==> config.mk <==
export PLATFORM = sky130hd
export DESIGN_NAME = fpu_postproc_arb
export DESIGN_NICKNAME = d
export VERILOG_FILES = /design/src/rtl/fpu_postproc_arb.sv
export SDC_FILE = /design/constraint.sdc
export NUM_CORES = 1
export LEC_CHECK = 0
export CORE_MARGIN = 4
export CORE_UTILIZATION = 41
export CTS_BUF_LIST = sky130_fd_sc_hd__clkbuf_8
export CTS_CLUSTER_DIAMETER = 100
export DETAILED_ROUTE_END_ITERATION = 10
export PLACE_DENSITY = 0.77
export SLEW_MARGIN = 15
export SYNTH_ARGS = -nofsm -noshare
export SYNTH_HDL_FRONTEND = slang
export SYNTH_SLANG_ARGS = --single-unit
export TNS_END_PERCENT = 30
==> constraint.sdc <==
create_clock -name clk -period 1.39 [get_ports clk]
set_input_delay 0.2085 -clock clk [delete_from_list [all_inputs] [get_ports clk]]
set_output_delay 0.2085 -clock clk [all_outputs]
set_load 0.01 [all_outputs]
==> src/rtl/fpu_postproc_arb.sv <==
// Shared FPU post-processing arbiter: FMA, div/sqrt (1-entry skid) and convert.
// Registers a one-hot op select, rounding sign and destination tag.
module fpu_postproc_arb #(
    parameter int TAGW   = 5,
    parameter int AGEMAX = 4
) (
    input  logic            clk,
    input  logic            reset,
    input  logic            FlushE,
    input  logic            FmaValid,
    input  logic            FmaSs,
    input  logic [TAGW-1:0] FmaTag,
    output logic            FmaReady,
    input  logic            CvtValid,
    input  logic            CvtCs,
    input  logic [TAGW-1:0] CvtTag,
    output logic            CvtReady,
    input  logic            DivDone,
    input  logic            Xs,
    input  logic            Ys,
    input  logic            Sqrt,
    input  logic [TAGW-1:0] DivTag,
    output logic            DivReady,
    output logic            PostValid,
    input  logic            PostReady,
    output logic            FmaOp,
    output logic            DivOp,
    output logic            CvtOp,
    output logic            Ms,
    output logic [TAGW-1:0] PostTag,
    output logic            DivOverrun
);

    localparam logic [3:0] AGE_MAX = 4'(AGEMAX);

    logic            pv_q, pv_d;
    logic [2:0]      op_q, op_d;
    logic            ms_q, ms_d;
    logic [TAGW-1:0] tag_q, tag_d;
    logic            full_q, full_d;
    logic            qs_q, qs_d;
    logic [TAGW-1:0] btag_q, btag_d;
    logic [3:0]      age_q, age_d;
    logic            ovr_q, ovr_d;

    logic free, aged, g_div, g_fma, g_cvt;

    always_comb begin
        free  = ~pv_q | PostReady;
        aged  = CvtValid && (age_q == AGE_MAX);
        g_div = 1'b0;
        g_fma = 1'b0;
        g_cvt = 1'b0;
        if (free && !FlushE) begin
            g_div = full_q;
            g_cvt = !full_q && CvtValid && (aged || !FmaValid);
            g_fma = !full_q && FmaValid && !aged;
        end
    end

    always_comb begin
        pv_d   = pv_q;
        op_d   = op_q;
        ms_d   = ms_q;
        tag_d  = tag_q;
        full_d = full_q;
        qs_d   = qs_q;
        btag_d = btag_q;
        age_d  = age_q;
        ovr_d  = ovr_q | (DivDone & full_q);
        if (FlushE) begin
            pv_d   = 1'b0;
            op_d   = 3'b000;
            ms_d   = 1'b0;
            full_d = 1'b0;
            age_d  = 4'd0;
        end else begin
            // Capture only into an empty buffer; a pulse while full is dropped.
            if (DivDone && !full_q) begin
                full_d = 1'b1;
                qs_d   = Xs ^ (Ys & ~Sqrt);
                btag_d = DivTag;
            end
            if (g_div) begin
                pv_d   = 1'b1;
                op_d   = 3'b010;
                ms_d   = qs_q;
                tag_d  = btag_q;
                full_d = 1'b0;
            end else if (g_fma) begin
                pv_d  = 1'b1;
                op_d  = 3'b100;
                ms_d  = FmaSs;
                tag_d = FmaTag;
            end else if (g_cvt) begin
                pv_d  = 1'b1;
                op_d  = 3'b001;
                ms_d  = CvtCs;
                tag_d = CvtTag;
            end else if (PostReady) begin
                pv_d = 1'b0;
                op_d = 3'b000;
                ms_d = 1'b0;
            end
            if (!CvtValid || g_cvt) begin
                age_d = 4'd0;
            end else if (free && age_q != AGE_MAX) begin
                age_d = age_q + 4'd1;
            end
        end
    end

    always_ff @(posedge clk) begin
        if (reset) begin
            pv_q   <= 1'b0;
            op_q   <= 3'b000;
            ms_q   <= 1'b0;
            tag_q  <= '0;
            full_q <= 1'b0;
            qs_q   <= 1'b0;
            btag_q <= '0;
            age_q  <= 4'd0;
            ovr_q  <= 1'b0;
        end else begin
            pv_q   <= pv_d;
            op_q   <= op_d;
            ms_q   <= ms_d;
            tag_q  <= tag_d;
            full_q <= full_d;
            qs_q   <= qs_d;
            btag_q <= btag_d;
            age_q  <= age_d;
            ovr_q  <= ovr_d;
        end
    end

    assign FmaReady   = g_fma;
    assign CvtReady   = g_cvt;
    assign DivReady   = ~full_q;
    assign PostValid  = pv_q;
    assign FmaOp      = op_q[2];
    assign DivOp      = op_q[1];
    assign CvtOp      = op_q[0];
    assign Ms         = ms_q;
    assign PostTag    = tag_q;
    assign DivOverrun = ovr_q;

endmodule
==> impl_metrics.toml, run 1 <==
[detailed_routing]
drt_iter0_markers = 25
drt-pass1-iter-count = 4
routedWlPerCell_um = 15.5
ant_nets = 0
drt_wl_total_mm = 3.56
vias_per_cell = 5.27
vias = 1213
route.detailed.drc = 0

[worst_hold_path]
whs_path_depth = 4
hp-start = "PostReady"
hp-class = "primary input to flop"
worstHoldEndpoint = "op_q[1]"

[grt]
overflow = 0
grt_pass1_wl_mm = 5.46
grt_use_total_pct = 19.9
antenna_found_initial = 0
grt_pass1_vias = 1200
grt_max_degree = 21

[floorplanning]
dieArea_sq_mm = 0.00372
start_util_pct = 44.8
die_w_um = 61.0
ios = 41
core_region_area_sq_mm = 0.00257
rows = 18
fp.dieH_um = 61.0

[placement]
placed_area_sq_mm = 0.00176
dpl.cell_count = 221
port_buffers = 40
place_congestion = 0.817
place_hpwl_mm = 2.64

[clock_tree]
cts_hold_buffers = 0
clock_sinks = 22
cts_tree = "yes"
clk_pin_slew_worst_paths_ns = 0.08
cts_buffers = 3
htree_num_levels = 1
cts-root-buf = "clkbuf_8"
cts_buffer_depth = 2
clock_latency_ns = 0.27

[final_layout]
diodes = 0
area_delta_synth_final_pct = 69.6
final_common_cell = "clkdlybuf4s50_1"
multiInputGateArea_sq_um = 723
layout_common_cells = "28 x clkdlybuf4s50_1, 25 x buf_4, 23 x nor2_1"
final_layout_size_suffix_gt1_share_pct = 31.0
area.sequential_sq_um = 445
n_fill_cell = 183
design_area_sq_mm = 0.00195
nets = 230
instances_no_fill = 230

[worst_setup_path]
cp.required_ns = 1.18
end_kind = "output pin"
crit_type = "flop to output pin"
r2r_start = "age_q[0]"
start_kind = "flop"
crit_arrival_ns = 1.38
r2r_end = "PostTag[0]"
cp_max_fo = 3
reg2regPathDepth = 7
ff2ff_setup_slack_ns = -0.17

[power_and_ir_drop]
leakage_nw = 0.895
vdd_drop_max_mv = 0.860
power_density_mw_per_mm2 = 855

[sta]
hold_viol = 0
setup_tns_ns = -1.61
min_period_ns = 1.59
clock_skew_ns = 0.00215
period_share_pct = 114
clock.fmax_mhz = 631
layout_setup_ws_ns = -0.195
maxSlewViolCount = 0
grt_setup_unrepaired = "true"
worstMarginPinSlew_ns = 0.286
relSlewSlack_pct = 80.9
setup_viol = 12

[synth]
synth_top_family_by_area = "simple AND/OR/NAND/NOR gates"
synth_warnings = 0
synth_compound_area_share_pct = 15.0
synthSimpleGateAreaFrac_pct = 26.4
yosys_register_bits = 22
synthXorXnorAreaFrac_pct = 3.04
syn_avg_cell_area_sq_um = 8.59
synth_cell_types = 36
ys_seq_area_share_pct = 38.3
synthAdderAreaFrac_pct = 2.17
synthMuxAreaShare_pct = 10.0
syn_inst = 134
syn-cell-area_sq_mm = 0.00115
syn-num-nets = 163

[flow_run]
cap_viol_max_count = 0

[status]
status = "finished, violations left"
violations = "setup timing"
==> kinds of logic after synthesis <==
logic type,Yosys count
AOI/OAI and AO/OA,22
xor gates and xnor gates,4
adders and majority gates,2
buffers and inverters,13
DFF,22
muxes,11
and+or+nand+nor,60
==> critical path: stages, from the launching register on <==
cell      delay [ns]
dfxtp_2         0.33
inv_2           0.07
ha_4            0.14
nand3b_4        0.08
o21a_4          0.23
nor2_2          0.10
buf_2           0.16
==> synth_stat cells <==
cell	number	area, sq um
and3_1	1	6.26
or2_2	1	6.26
nand4_1	1	6.26
a21oi_1	9	45.0
clkbuf_1	1	3.75
or3b_1	1	8.76
nor2_1	25	93.8
a311o_1	1	10.0
nand3b_1	1	7.51
a21boi_0	1	7.51
o21ai_4	1	16.3
buf_4	1	7.51
nor3_2	1	10.0
or2_1	1	6.26
nor2b_1	7	43.8
mux2_4	1	15.0
o21a_1	1	7.51
xor2_1	2	17.5
a211oi_1	1	7.51
and3_2	1	7.51
nand3_1	7	35.0
nor3_1	2	10.0
nand2_1	8	30.0
nand2b_1	1	6.26
a311oi_2	1	15.0
a311oi_1	5	43.8
inv_1	6	22.5
nand3b_4	1	20.0
mux2i_1	10	100
dfxtp_1	22	440
xnor2_1	2	17.5
o21ai_0	1	5.00
buf_2	5	25.0
o21a_4	1	15.0
ha_1	2	25.0
and2_1	1	6.26
==> how the worst max path moves through the flow <==
| stage | start | slack [ns] | end |
|---|---|---|---|
| 3_5_place_dp | PostReady | -0.51 | FmaReady |
| 5_1_grt | age_q[1] | -0.25 | PostTag[0] |
| 3_3_place_gp | PostReady | -0.44 | FmaReady |
| 4_1_cts | age_q[0] | -0.18 | FmaReady |
| 2_1_floorplan | age_q[0] | -0.004 | Ms |
| 6_report | age_q[0] | -0.20 | CvtReady |
==> where the power goes <==
group          total [mW]  switching, mW  internal, mW
clock               0.608          0.223         0.385
sequential          0.680         0.0187         0.662
combinational       0.381          0.163         0.218
total                1.67          0.405          1.27
==> per-stage QoR <==
step	setup WS, ns	hold slack, ns	total power [mW]	utilization (%)
final	-0.195	0.434	1.67	76.0
after global placement	-0.436	0.466	1.03	68.6
after detailed placement	-0.510	0.476	1.05	68.6
after floorplan	-0.00371	0.281	0.845	-
after CTS	-0.180	0.491	1.65	71.6
after global routing	-0.253	0.493	1.73	76.0
==> flip-flops by register name, indices dropped and copies added, names as in the netlist <==
name,cells
PostValid,1
full_q,1
op_q,3
Ms,1
DivOverrun,1
PostTag,5
btag_q,5
age_q,4
qs_q,1
==> layer usage <==
layer	GRT usage [%]	vias to the layer above	part of all wire, %	wire, um
li1	-	591	-	-
met1	22.1	576	38	1360
met2	37.7	38	54	1920
met3	5.53	8	6.1	216
met4	3.72	0	1.8	63
met5	0	-	0	0
==> repair_timing <==
item / CTS / global route
setup buffers: 1 / 3
pin swaps: 2 / 13
setup endpoints to repair: 15 / 28
gates cloned: 0 / 1
resized for setup: 13 / 25
==> cell type report <==
type | instances | share of cell area (%)
Multi-Input combinational cell | 99 | 37.1
Clock inverter | 1 | 1.54
Inverter | 6 | 1.15
Timing Repair Buffer | 69 | 33.4
Sequential cell | 22 | 22.8
Tap cell | 30 | 1.92
Clock buffer | 3 | 2.12
Note: power is estimated with default switching activity, not from simulation.
==> run 2: changes to the inputs <==
--- a/config.mk
+++ b/config.mk
@@ -15,4 +15,4 @@
 export SYNTH_ARGS = -nofsm -noshare
 export SYNTH_HDL_FRONTEND = slang
 export SYNTH_SLANG_ARGS = --single-unit
-export TNS_END_PERCENT = 30
+export TNS_END_PERCENT = 20
==> impl_metrics.toml, run 2 (synthesized netlist as in run 1, its figures left out) <==
[placement]
dpl_worst_slack_ns = -0.510
placed_area_sq_mm = 0.00176
place_congestion = 0.817
place_hpwl_mm = 2.64
port_buffers = 40

[grt]
grt_use_total_pct = 19.9
grt_max_degree = 21
grt_pass1_vias = 1202
antenna_found_initial = 0
overflow = 0
grt_pass1_wl_mm = 5.46

[sta]
clock.fmax_mhz = 641
setup_viol = 12
min_period_ns = 1.56
relSlewSlack_pct = 81.6
setup_tns_ns = -1.55
worstMarginPinSlew_ns = 0.275
layout_setup_ws_ns = -0.171
maxSlewViolCount = 0
clock_skew_ns = 0.00148
period_share_pct = 112
hold_viol = 0
grt_setup_unrepaired = "true"

[floorplanning]
fp.dieH_um = 61.0
ios = 41
core_region_area_sq_mm = 0.00257
rows = 18
start_util_pct = 44.8
die_w_um = 61.0
dieArea_sq_mm = 0.00372

[clock_tree]
cts_tree = "yes"
clock_sinks = 22
htree_num_levels = 1
clock_latency_ns = 0.27
clk_pin_slew_worst_paths_ns = 0.08
cts_hold_buffers = 0
cts_buffer_depth = 2
cts-root-buf = "clkbuf_8"
cts_buffers = 3

[worst_setup_path]
start_kind = "flop"
end_kind = "flop"
reg2regPathDepth = 7
cp_max_fo = 6
crit_type = "flop to flop"
crit_arrival_ns = 1.71
cp.required_ns = 1.54
ff2ff_setup_slack_ns = -0.17

[final_layout]
final_common_cell = "clkdlybuf4s50_1"
diodes = 0
nets = 230
layout_common_cells = "28 x clkdlybuf4s50_1, 25 x buf_4, 23 x nor2_1"
n_fill_cell = 192
area.sequential_sq_um = 444
area_delta_synth_final_pct = 68.3
fin_util_pct = 75.4
final_layout_size_suffix_gt1_share_pct = 30.5
multiInputGateArea_sq_um = 716
design_area_sq_mm = 0.00194

[worst_hold_path]
whs_path_depth = 4
hp-class = "primary input to flop"

[power_and_ir_drop]
power_density_mw_per_mm2 = 860
vdd_drop_max_mv = 0.861
total_power_mw = 1.67
leakage_nw = 0.893

[detailed_routing]
drt_wl_total_mm = 3.52
drt-pass1-iter-count = 4
routedWlPerCell_um = 15.3
route.detailed.drc = 0
ant_nets = 0
vias_per_cell = 5.16
drt_iter0_markers = 19
vias = 1187

[status]
status = "finished, violations left"
violations = "setup timing"

[flow_run]
cap_viol_max_count = 0
-- run 2: cell counts in the layout (fill, tap and decap cells not counted) --
No cell type changed its count.
-- run 2: worst paths after layout --
kind         startpoint          to
min reg2reg  DivOverrun  DivOverrun
max            age_q[0]  PostTag[0]
min           PostReady     op_q[1]
max reg2reg    age_q[0]  PostTag[0]
-- run 2: cell type report --
| class | count | share of cell area, % |
|---|---|---|
| well taps | 30 | 1.94 |
| clock inverters | 1 | 1.55 |
| repair buffers | 69 | 33.3 |
| flip-flops and latches | 22 | 22.9 |
| multi-input cells | 99 | 37.0 |
| inverters | 6 | 1.16 |
| clock buffers | 3 | 2.13 |
-- run 2: through the flow --
step | instances | hold WS [ns]
2_1_floorplan | 134 | 0.281
3_3_place_gp | 221 | 0.466
3_5_place_dp | 221 | 0.476
4_1_cts | 226 | 0.491
5_1_grt | 230 | 0.489
6_report | 230 | 0.434
-- run 2: timing repair --
item,4_1_cts,5_1_grt
setup buffers,1,3
gates cloned,0,1
pin swaps,2,13
gates resized for setup,13,22
endpoints found under the setup margin,15,28
-- run 2: worst max-delay path: stages (launching register included) --
cell      delay (ns)
dfxtp_2         0.33
inv_2           0.07
ha_4            0.14
nand3b_4        0.08
buf_6           0.13
o21ai_4         0.26
mux2i_2         0.31
a311oi_2        0.12
-- run 2: power breakdown --
group	internal, mW	switching, mW	total [mW]
logic	0.215	0.160	0.375
registers	0.661	0.0190	0.680
clock network	0.385	0.224	0.610
-- run 2: layer usage --
layer	vias up	routed length, um	global-route usage, %
met3	8	191	5.53
met2	31	1900	37.7
li1	590	-	-
met4	0	55	3.72
met1	558	1370	22.1
met5	-	0	0
